**src/rtl/cpu_sequencer.sv**
```systemverilog
// cpu_sequencer: three-cycle fetch/decode/execute sequencer feeding a 16x8
// register file and ALU. Holds the program counter and instruction register.
// Instructions are 16 bits: [15:12] opcode, [11:8] WA, [7:4] RA1, [3:0] RA2.
// For immediate forms, [7:0] is imm8.
//
// Ports:
//   clk, reset_n  : clock and async active-low reset
//   run           : allows leaving FETCH; when low, the sequencer stalls at
//                   the next FETCH
//   instr         : ROM data at address pc (combinational)
//   rd1_zero      : register file RD1 == 0, sampled by BEQZ in EXECUTE
//   pc            : instruction ROM address
//   RA1/RA2/WA    : register file read/write addresses taken from IR
//   alu_op        : ALU function (0 ADD,1 SUB,2 AND,3 OR,4 XOR,5 PASSB)
//   imm           : IR[7:0]
//   use_imm       : ALU B operand selects imm
//   write_enable  : register file write strobe, high in EXECUTE only
//   halted        : high while in the terminal HALT state
//
// Outputs other than pc are decoded from the registered state and IR only,
// so they carry no combinational path from any input.
module cpu_sequencer #(
  parameter int unsigned PC_WIDTH = 8,
  parameter int unsigned RESET_PC = 0
) (
  input  logic                clk,
  input  logic                reset_n,
  input  logic                run,
  input  logic [15:0]         instr,
  input  logic                rd1_zero,
  output logic [PC_WIDTH-1:0] pc,
  output logic [3:0]          RA1,
  output logic [3:0]          RA2,
  output logic [3:0]          WA,
  output logic [2:0]          alu_op,
  output logic [7:0]          imm,
  output logic                use_imm,
  output logic                write_enable,
  output logic                halted
);

  localparam int unsigned IR_W = 16;

  localparam logic [3:0] OP_NOP  = 4'h0;
  localparam logic [3:0] OP_ADD  = 4'h1;
  localparam logic [3:0] OP_SUB  = 4'h2;
  localparam logic [3:0] OP_AND  = 4'h3;
  localparam logic [3:0] OP_OR   = 4'h4;
  localparam logic [3:0] OP_XOR  = 4'h5;
  localparam logic [3:0] OP_LDI  = 4'h6;
  localparam logic [3:0] OP_ADDI = 4'h7;
  localparam logic [3:0] OP_JMP  = 4'h8;
  localparam logic [3:0] OP_BEQZ = 4'h9;
  localparam logic [3:0] OP_HALT = 4'hF;

  localparam logic [2:0] ALU_ADD   = 3'd0;
  localparam logic [2:0] ALU_SUB   = 3'd1;
  localparam logic [2:0] ALU_AND   = 3'd2;
  localparam logic [2:0] ALU_OR    = 3'd3;
  localparam logic [2:0] ALU_XOR   = 3'd4;
  localparam logic [2:0] ALU_PASSB = 3'd5;

  typedef enum logic [1:0] {
    S_FETCH   = 2'd0,
    S_DECODE  = 2'd1,
    S_EXECUTE = 2'd2,
    S_HALT    = 2'd3
  } state_t;

  state_t              state, state_nxt;
  logic [IR_W-1:0]     ir, ir_nxt;
  logic [PC_WIDTH-1:0] pc_nxt;
  logic [3:0]          opcode;
  logic [PC_WIDTH-1:0] imm_pc;

  // Field extraction from the instruction register
  assign opcode = ir[15:12];
  assign WA     = ir[11:8];
  assign RA1    = ir[7:4];
  assign RA2    = ir[3:0];
  assign imm    = ir[7:0];
  // Jump target: imm8 zero-extended or truncated to the PC width
  assign imm_pc = PC_WIDTH'(ir[7:0]);

  // State, IR and PC registers
  always_ff @(posedge clk or negedge reset_n) begin
    if (!reset_n) begin
      state <= S_FETCH;
      ir    <= '0;
      pc    <= PC_WIDTH'(RESET_PC);
    end else begin
      state <= state_nxt;
      ir    <= ir_nxt;
      pc    <= pc_nxt;
    end
  end

  // Next-state, IR/PC update and output decode
  always_comb begin
    state_nxt    = state;
    ir_nxt       = ir;
    pc_nxt       = pc;
    alu_op       = ALU_ADD;
    use_imm      = 1'b0;
    write_enable = 1'b0;
    halted       = 1'b0;

    case (state)
      S_FETCH: begin
        if (run) begin
          ir_nxt    = instr;
          state_nxt = S_DECODE;
        end
      end

      // RA1/RA2 are already on the register file; give RD1/RD2 a cycle
      S_DECODE: state_nxt = S_EXECUTE;

      S_EXECUTE: begin
        state_nxt = S_FETCH;
        pc_nxt    = pc + PC_WIDTH'(1);
        case (opcode)
          OP_ADD:  begin alu_op = ALU_ADD; write_enable = 1'b1; end
          OP_SUB:  begin alu_op = ALU_SUB; write_enable = 1'b1; end
          OP_AND:  begin alu_op = ALU_AND; write_enable = 1'b1; end
          OP_OR:   begin alu_op = ALU_OR;  write_enable = 1'b1; end
          OP_XOR:  begin alu_op = ALU_XOR; write_enable = 1'b1; end
          OP_LDI: begin
            alu_op       = ALU_PASSB;
            use_imm      = 1'b1;
            write_enable = 1'b1;
          end
          OP_ADDI: begin
            alu_op       = ALU_ADD;
            use_imm      = 1'b1;
            write_enable = 1'b1;
          end
          OP_JMP:  pc_nxt = imm_pc;
          OP_BEQZ: begin
            if (rd1_zero) pc_nxt = imm_pc;
          end
          OP_HALT: begin
            pc_nxt    = pc;
            state_nxt = S_HALT;
          end
          // NOP and the unassigned opcodes A-E only advance the PC
          OP_NOP:  ;
          default: ;
        endcase
      end

      // Terminal; only reset_n leaves this state
      S_HALT: halted = 1'b1;

      default: state_nxt = S_FETCH;
    endcase
  end

endmodule

```
**config.mk**
```make
export PLATFORM = sky130hd
export DESIGN_NAME = cpu_sequencer
export DESIGN_NICKNAME = d
export VERILOG_FILES = /design/src/rtl/cpu_sequencer.sv
export SDC_FILE = /design/constraint.sdc
export NUM_CORES = 1
export LEC_CHECK = 0
export ABC_AREA = 1
export ABC_CLOCK_PERIOD_IN_PS = 4170
export CORE_MARGIN = 4
export CORE_UTILIZATION = 48
export CTS_BUF_LIST = sky130_fd_sc_hd__clkbuf_4 sky130_fd_sc_hd__clkbuf_8 sky130_fd_sc_hd__clkbuf_16
export DETAILED_ROUTE_END_ITERATION = 12
export PLACE_DENSITY = 0.84
export SLEW_MARGIN = 20
export SYNTH_ARGS = -nofsm -noshare
export SYNTH_HDL_FRONTEND = slang
export SYNTH_SLANG_ARGS = --single-unit
```
**constraint.sdc**
```tcl
create_clock -name clk -period 4.17 [get_ports clk]
set_clock_uncertainty 0.2 [all_clocks]
set_input_delay 0.417 -clock clk [delete_from_list [all_inputs] [get_ports clk]]
set_output_delay 0.417 -clock clk [all_outputs]
set_load 0.01 [all_outputs]
```
## Yosys cells after proc, flatten, opt, wreduce, memory -nomap -nowiden

Index checks and enable logic that the tools add are counted.

- Reductions and logical operators: 7
- Bitwise operators: 1
- Muxes and demuxes: 12
- Add/sub/neg operators: 1
- Equal/unequal tests: 14

Operators by type and width:

| kind | number |
|---|---|
| 8-bit one-hot mux with 3 select lines | 1 |
| 4-bit by 3-bit == test with 1-bit output (second input constant) | 4 |
| 3-bit one-hot mux with 5 select lines | 1 |
| 4-bit == test (second input constant) | 3 |
| 8-bit by 1-bit adder with 8-bit output (second input constant) | 1 |
| 4-bit by 2-bit == test with 1-bit output (second input constant) | 2 |
| 8-bit two-way mux | 1 |
| 7-bit OR reduction | 1 |
| 2-bit one-hot mux with 3 select lines | 1 |
| 2-bit AND reduction | 3 |
| 1-bit two-way mux | 5 |
| 2-bit == test (second input constant) | 2 |
| 4-bit by 1-bit == test with 1-bit output (second input constant) | 1 |
| 2-bit two-way mux | 2 |
| 3-bit two-way mux | 1 |
| 3-bit nonzero test | 1 |
| 2-bit by 1-bit == test with 1-bit output (second input constant) | 1 |
| 2-bit zero test | 1 |
| 2-bit != test (second input constant) | 1 |
| 2-bit OR reduction | 1 |
| 1-bit NOT | 1 |

- Bits of input ports: 20
- Flip-flop bits (word level): 26
- Logic and storage cells: 38
- Output and inout port bits: 34

## Logic depth before layout (Yosys ltp)

- Depth in word-level cells: 4
- Gate-level depth with buffers: 9
- Depth with buffers taken out: 9

## Least setup slack after synthesis

No wires, ideal clock.

- Path type: reg-to-output
- Start point: register state[0]
- End point: output alu_op[1]
- Setup slack: 2,419 ps
- Arrival time: 1,134 ps
- Cell stages (with the launch flop): 5
- Data required time: 3,553 ps
- Buffers on the path: 0
- Cell sequence: dfrtp_1 > inv_1 > ha_1 > nand2_1 > a211oi_1

- Longest elaborated chain between the ends: 2

RTL lines:

| what | line | text |
|---|---|---|
| start, declared | 70 | `state_t state, state_nxt;` |
| start signal, assigned | 92 | `state <= state_nxt;` |
| 2-bit == test | 108 | `case (state)` |
| 3-bit two-way mux | 108 |  |
| end, declared | 35 | `output logic [2:0] alu_op,` |

Every way passes these cells.

## Worst setup path in the final report

Same ends and word-level chain as after synthesis.

==> run summary <==
========================================================================================
Congestion Overflow GR                                                                 0
Pins over their slew limit                                                             0
Path type of the worst setup path                                           flop to primary output
Post-Syn Instances                                                                   191
Dominant cell by count in the synthesized netlist                           sky130_fd_sc_hd__nand2_1
Final setup violation count                                                            0
Kind of cell adding the most delay to the critical path                     buffers and inverters
# DRC                                                                                  0
Vias in the first global route                                                      1245
Number of resized instances in the post-cts repair step                                0
Slowest stage cell, crit path                                               sky130_fd_sc_hd__clkdlybuf4s50_1
# diodes                                                                               0
Vias after detailed routing                                                         1302
Antenna violation net count after detailed routing                                     0
Number of flops mapped to enable cells by yosys                                        0
Number of buffers created by CTS                                                       3
Area used by multi-input combinational logic                                   648.1 µm²
Overall routing resource usage                                                    15.37%
Worst-Margin Slew                                                               810.0 ps
Tmin final                                                                       2645 ps
Sequential share of the synthesized area                                          41.60%
Share of layout cells above drive strength 1                                      10.62%
Design area                                                                     2016 µm²
Fillers                                                                              276
Clock sink count                                                                      26
Initial antenna violation count                                                        0
Length in cells of the worst reg-to-reg path                                           4
Number of synthesis warnings                                                           0
Worst-path clk slew                                                               130 ps
Result of the run                                                           complete, no violations
Async S/R FF share, synth                                                         100.0%
CTS tree                                                                           built
First-pass GRT wire length                                                      5.285 mm
Max frequency                                                                  378.1 MHz
# nets final                                                                         253
Root buffer cell                                                            sky130_fd_sc_hd__clkbuf_4
# port buffers                                                                        53
CP arrival                                                                       2030 ps
Number of DRC violations after detailed-routing iteration 0                           90
Routed length per instance                                                      11.41 µm
CP startpoint kind                                                                  flop
Synth top area cells                                                        sky130_fd_sc_hd__dfrtp_1, sky130_fd_sc_hd__buf_4, sky130_fd_sc_hd__nand2_1
Synth Register Bits                                                                   26
Core utilization of the finished layout                                           65.49%
Die footprint                                                                   4235 µm²
Synthesized area                                                                1564 µm²
Crit Reg-Reg Startpoint                                                     state[1]$_DFFE_PN0P_
Hold Crit Endpoint                                                          ir[9]$_DFFE_PN0P_
Setup slack of the worst register-to-register path                               2100 ps
Hpwl dp                                                                         2.453 mm
Post-Route WL                                                                   3.081 mm
Avg Vias per Cell                                                                  4.822
X dimension of the die                                                          65.08 µm
Area grow syn2layout                                                              28.88%
Most instantiated cells after synthesis                                     sky130_fd_sc_hd__nand2_1, sky130_fd_sc_hd__dfrtp_1, sky130_fd_sc_hd__nor2_1
Worst voltage drop across the vdd grid                                          327.0 µV
Storage cell area                                                              650.6 µm²
Count of pins on the block boundary                                                   54
Largest stage delay on the critical path                                          580 ps
Area share of the largest cell type after synthesis                               41.60%
Cell-by-cell trace of the critical path                                     inv_1 > ha_1 > nand2_1 > a211oi_1 > clkdlybuf4s50_1
Total power divided by cell area                                            710.6 nW/µm²
Portion of the clock cycle consumed by the worst path in the final layout         63.42%
RD Place Congestion                                                               0.8486
Endpoint required time on the critical path                                      3550 ps
Post-Synthesis Net Count                                                             217
Most instantiated flip-flop cell in the synthesis netlist                   sky130_fd_sc_hd__dfrtp_1
Count of cells along the worst hold path                                               1
Max Cap Violations                                                                     0
Critical Path Stages                                                                   5
H-tree Lvls                                                                            1
Worst hold path class                                                       flop to flop
Relative slew slack                                                               45.87%
Number of standard-cell rows in the floorplan                                         20
Initial cell density of the core                                                  50.81%
CP Max Fanout                                                                          4
Number of hold violations in the final report                                          0
Number of distinct library cells after synthesis                                      22
Maximum number of pins on one net before global-route repair                          26
Clock insertion delay at the later pin of the skew report                         310 ps
CP endpoint kind                                                            primary output
Bufs and invs on worst path                                                            2
Core Region                                                                     3078 µm²
Leakage power summed over all cells                                         0.0009553 µW
First-pass DRT Iterations                                                              4
Clock Path Buffers                                                                     2
Top cell type by total area after synthesis                                 sky130_fd_sc_hd__dfrtp_1
R2r endpoint                                                                ir[4]$_DFFE_PN0P_
Fin Setup TNS                                                                       0 ps
Floorplan die height                                                            65.08 µm
Worst hold path startpoint                                                  ir[9]$_DFFE_PN0P_
Unrepaired setup endpoints after global routing                                    false
Syn avg cell area                                                              8.188 µm²
Cell area reported after detailed placement                                     1969 µm²
========================================================================================
how the worst max path moves through the flow:
stage,start,endpoint
finish,state[0]$_DFFE_PN0P_,alu_op[1]
global route,state[0]$_DFFE_PN0P_,alu_op[1]
CTS,state[0]$_DFFE_PN0P_,alu_op[1]
detailed placement,state[0]$_DFFE_PN0P_,alu_op[1]
global placement,state[0]$_DFFE_PN0P_,alu_op[1]
floorplan,state[0]$_DFFE_PN0P_,alu_op[1]
metrics by stage:
stage                     power (µW)  std cells  worst slack (ps)  hold slack [ps]
after floorplan                 1077        191              2419           -78.59
after global placement          1295        265              1955            289.8
after detailed placement        1321        265              1910            235.0
after CTS                       1449        270              1508            329.1
after global routing            1566        270              1332            361.6
final                           1432        270              1525            327.2
sequential cells by signal (all words and copies together) (netlist names):
name   cells
ir        16
pc         8
state      2
kinds of logic after synthesis:
group | synth area share, %
flops | 41.60
buf+inv | 16.96
simple gates | 22.56
fa+ha+maj | 4.800
compound gates | 7.600
mux | 6.480
layout make-up:
cell class              count  area share, %
repair buffers             55          26.94
flip-flops and latches     26          32.28
clock buffers               4          1.800
well taps                  44          2.731
inverters                  22          4.097
multi-input cells         119          32.15
power by group:
group | leakage (µW) | internal (µW) | switching, µW | total (µW)
sequential | 0.000294 | 373 | 125 | 499
combinational | 0.000640 | 422 | 388 | 811
clock | 0.0000210 | 53.3 | 69.7 | 123
layout by cell type, fill, tap and decap left out, drive strengths merged, types with 4 or more instances in the layout:
cell / n
nor2: 32
inv: 22
o21ai: 5
nand3: 11
dfrtp: 26
nand2: 38
clkbuf: 4
mux2: 9
ha: 6
clkdlybuf4s50: 52
a21oi: 12
routing by layer:
| layer | wire [µm] | track usage (%) |
|---|---|---|
| met2 | 1578 | 28.10 |
| met5 | 0 | 0 |
| met1 | 1303 | 18.69 |
| met4 | 10 | 3.109 |
| met3 | 188 | 2.946 |
repair_timing:
| item | 4_1_cts | 5_1_grt |
|---|---|---|
| setup buffers | 0 | 0 |
| hold buffers | 1 | 0 |
| hold endpoints to repair | 24 | 0 |
Note: power is estimated with default switching activity, not from simulation.
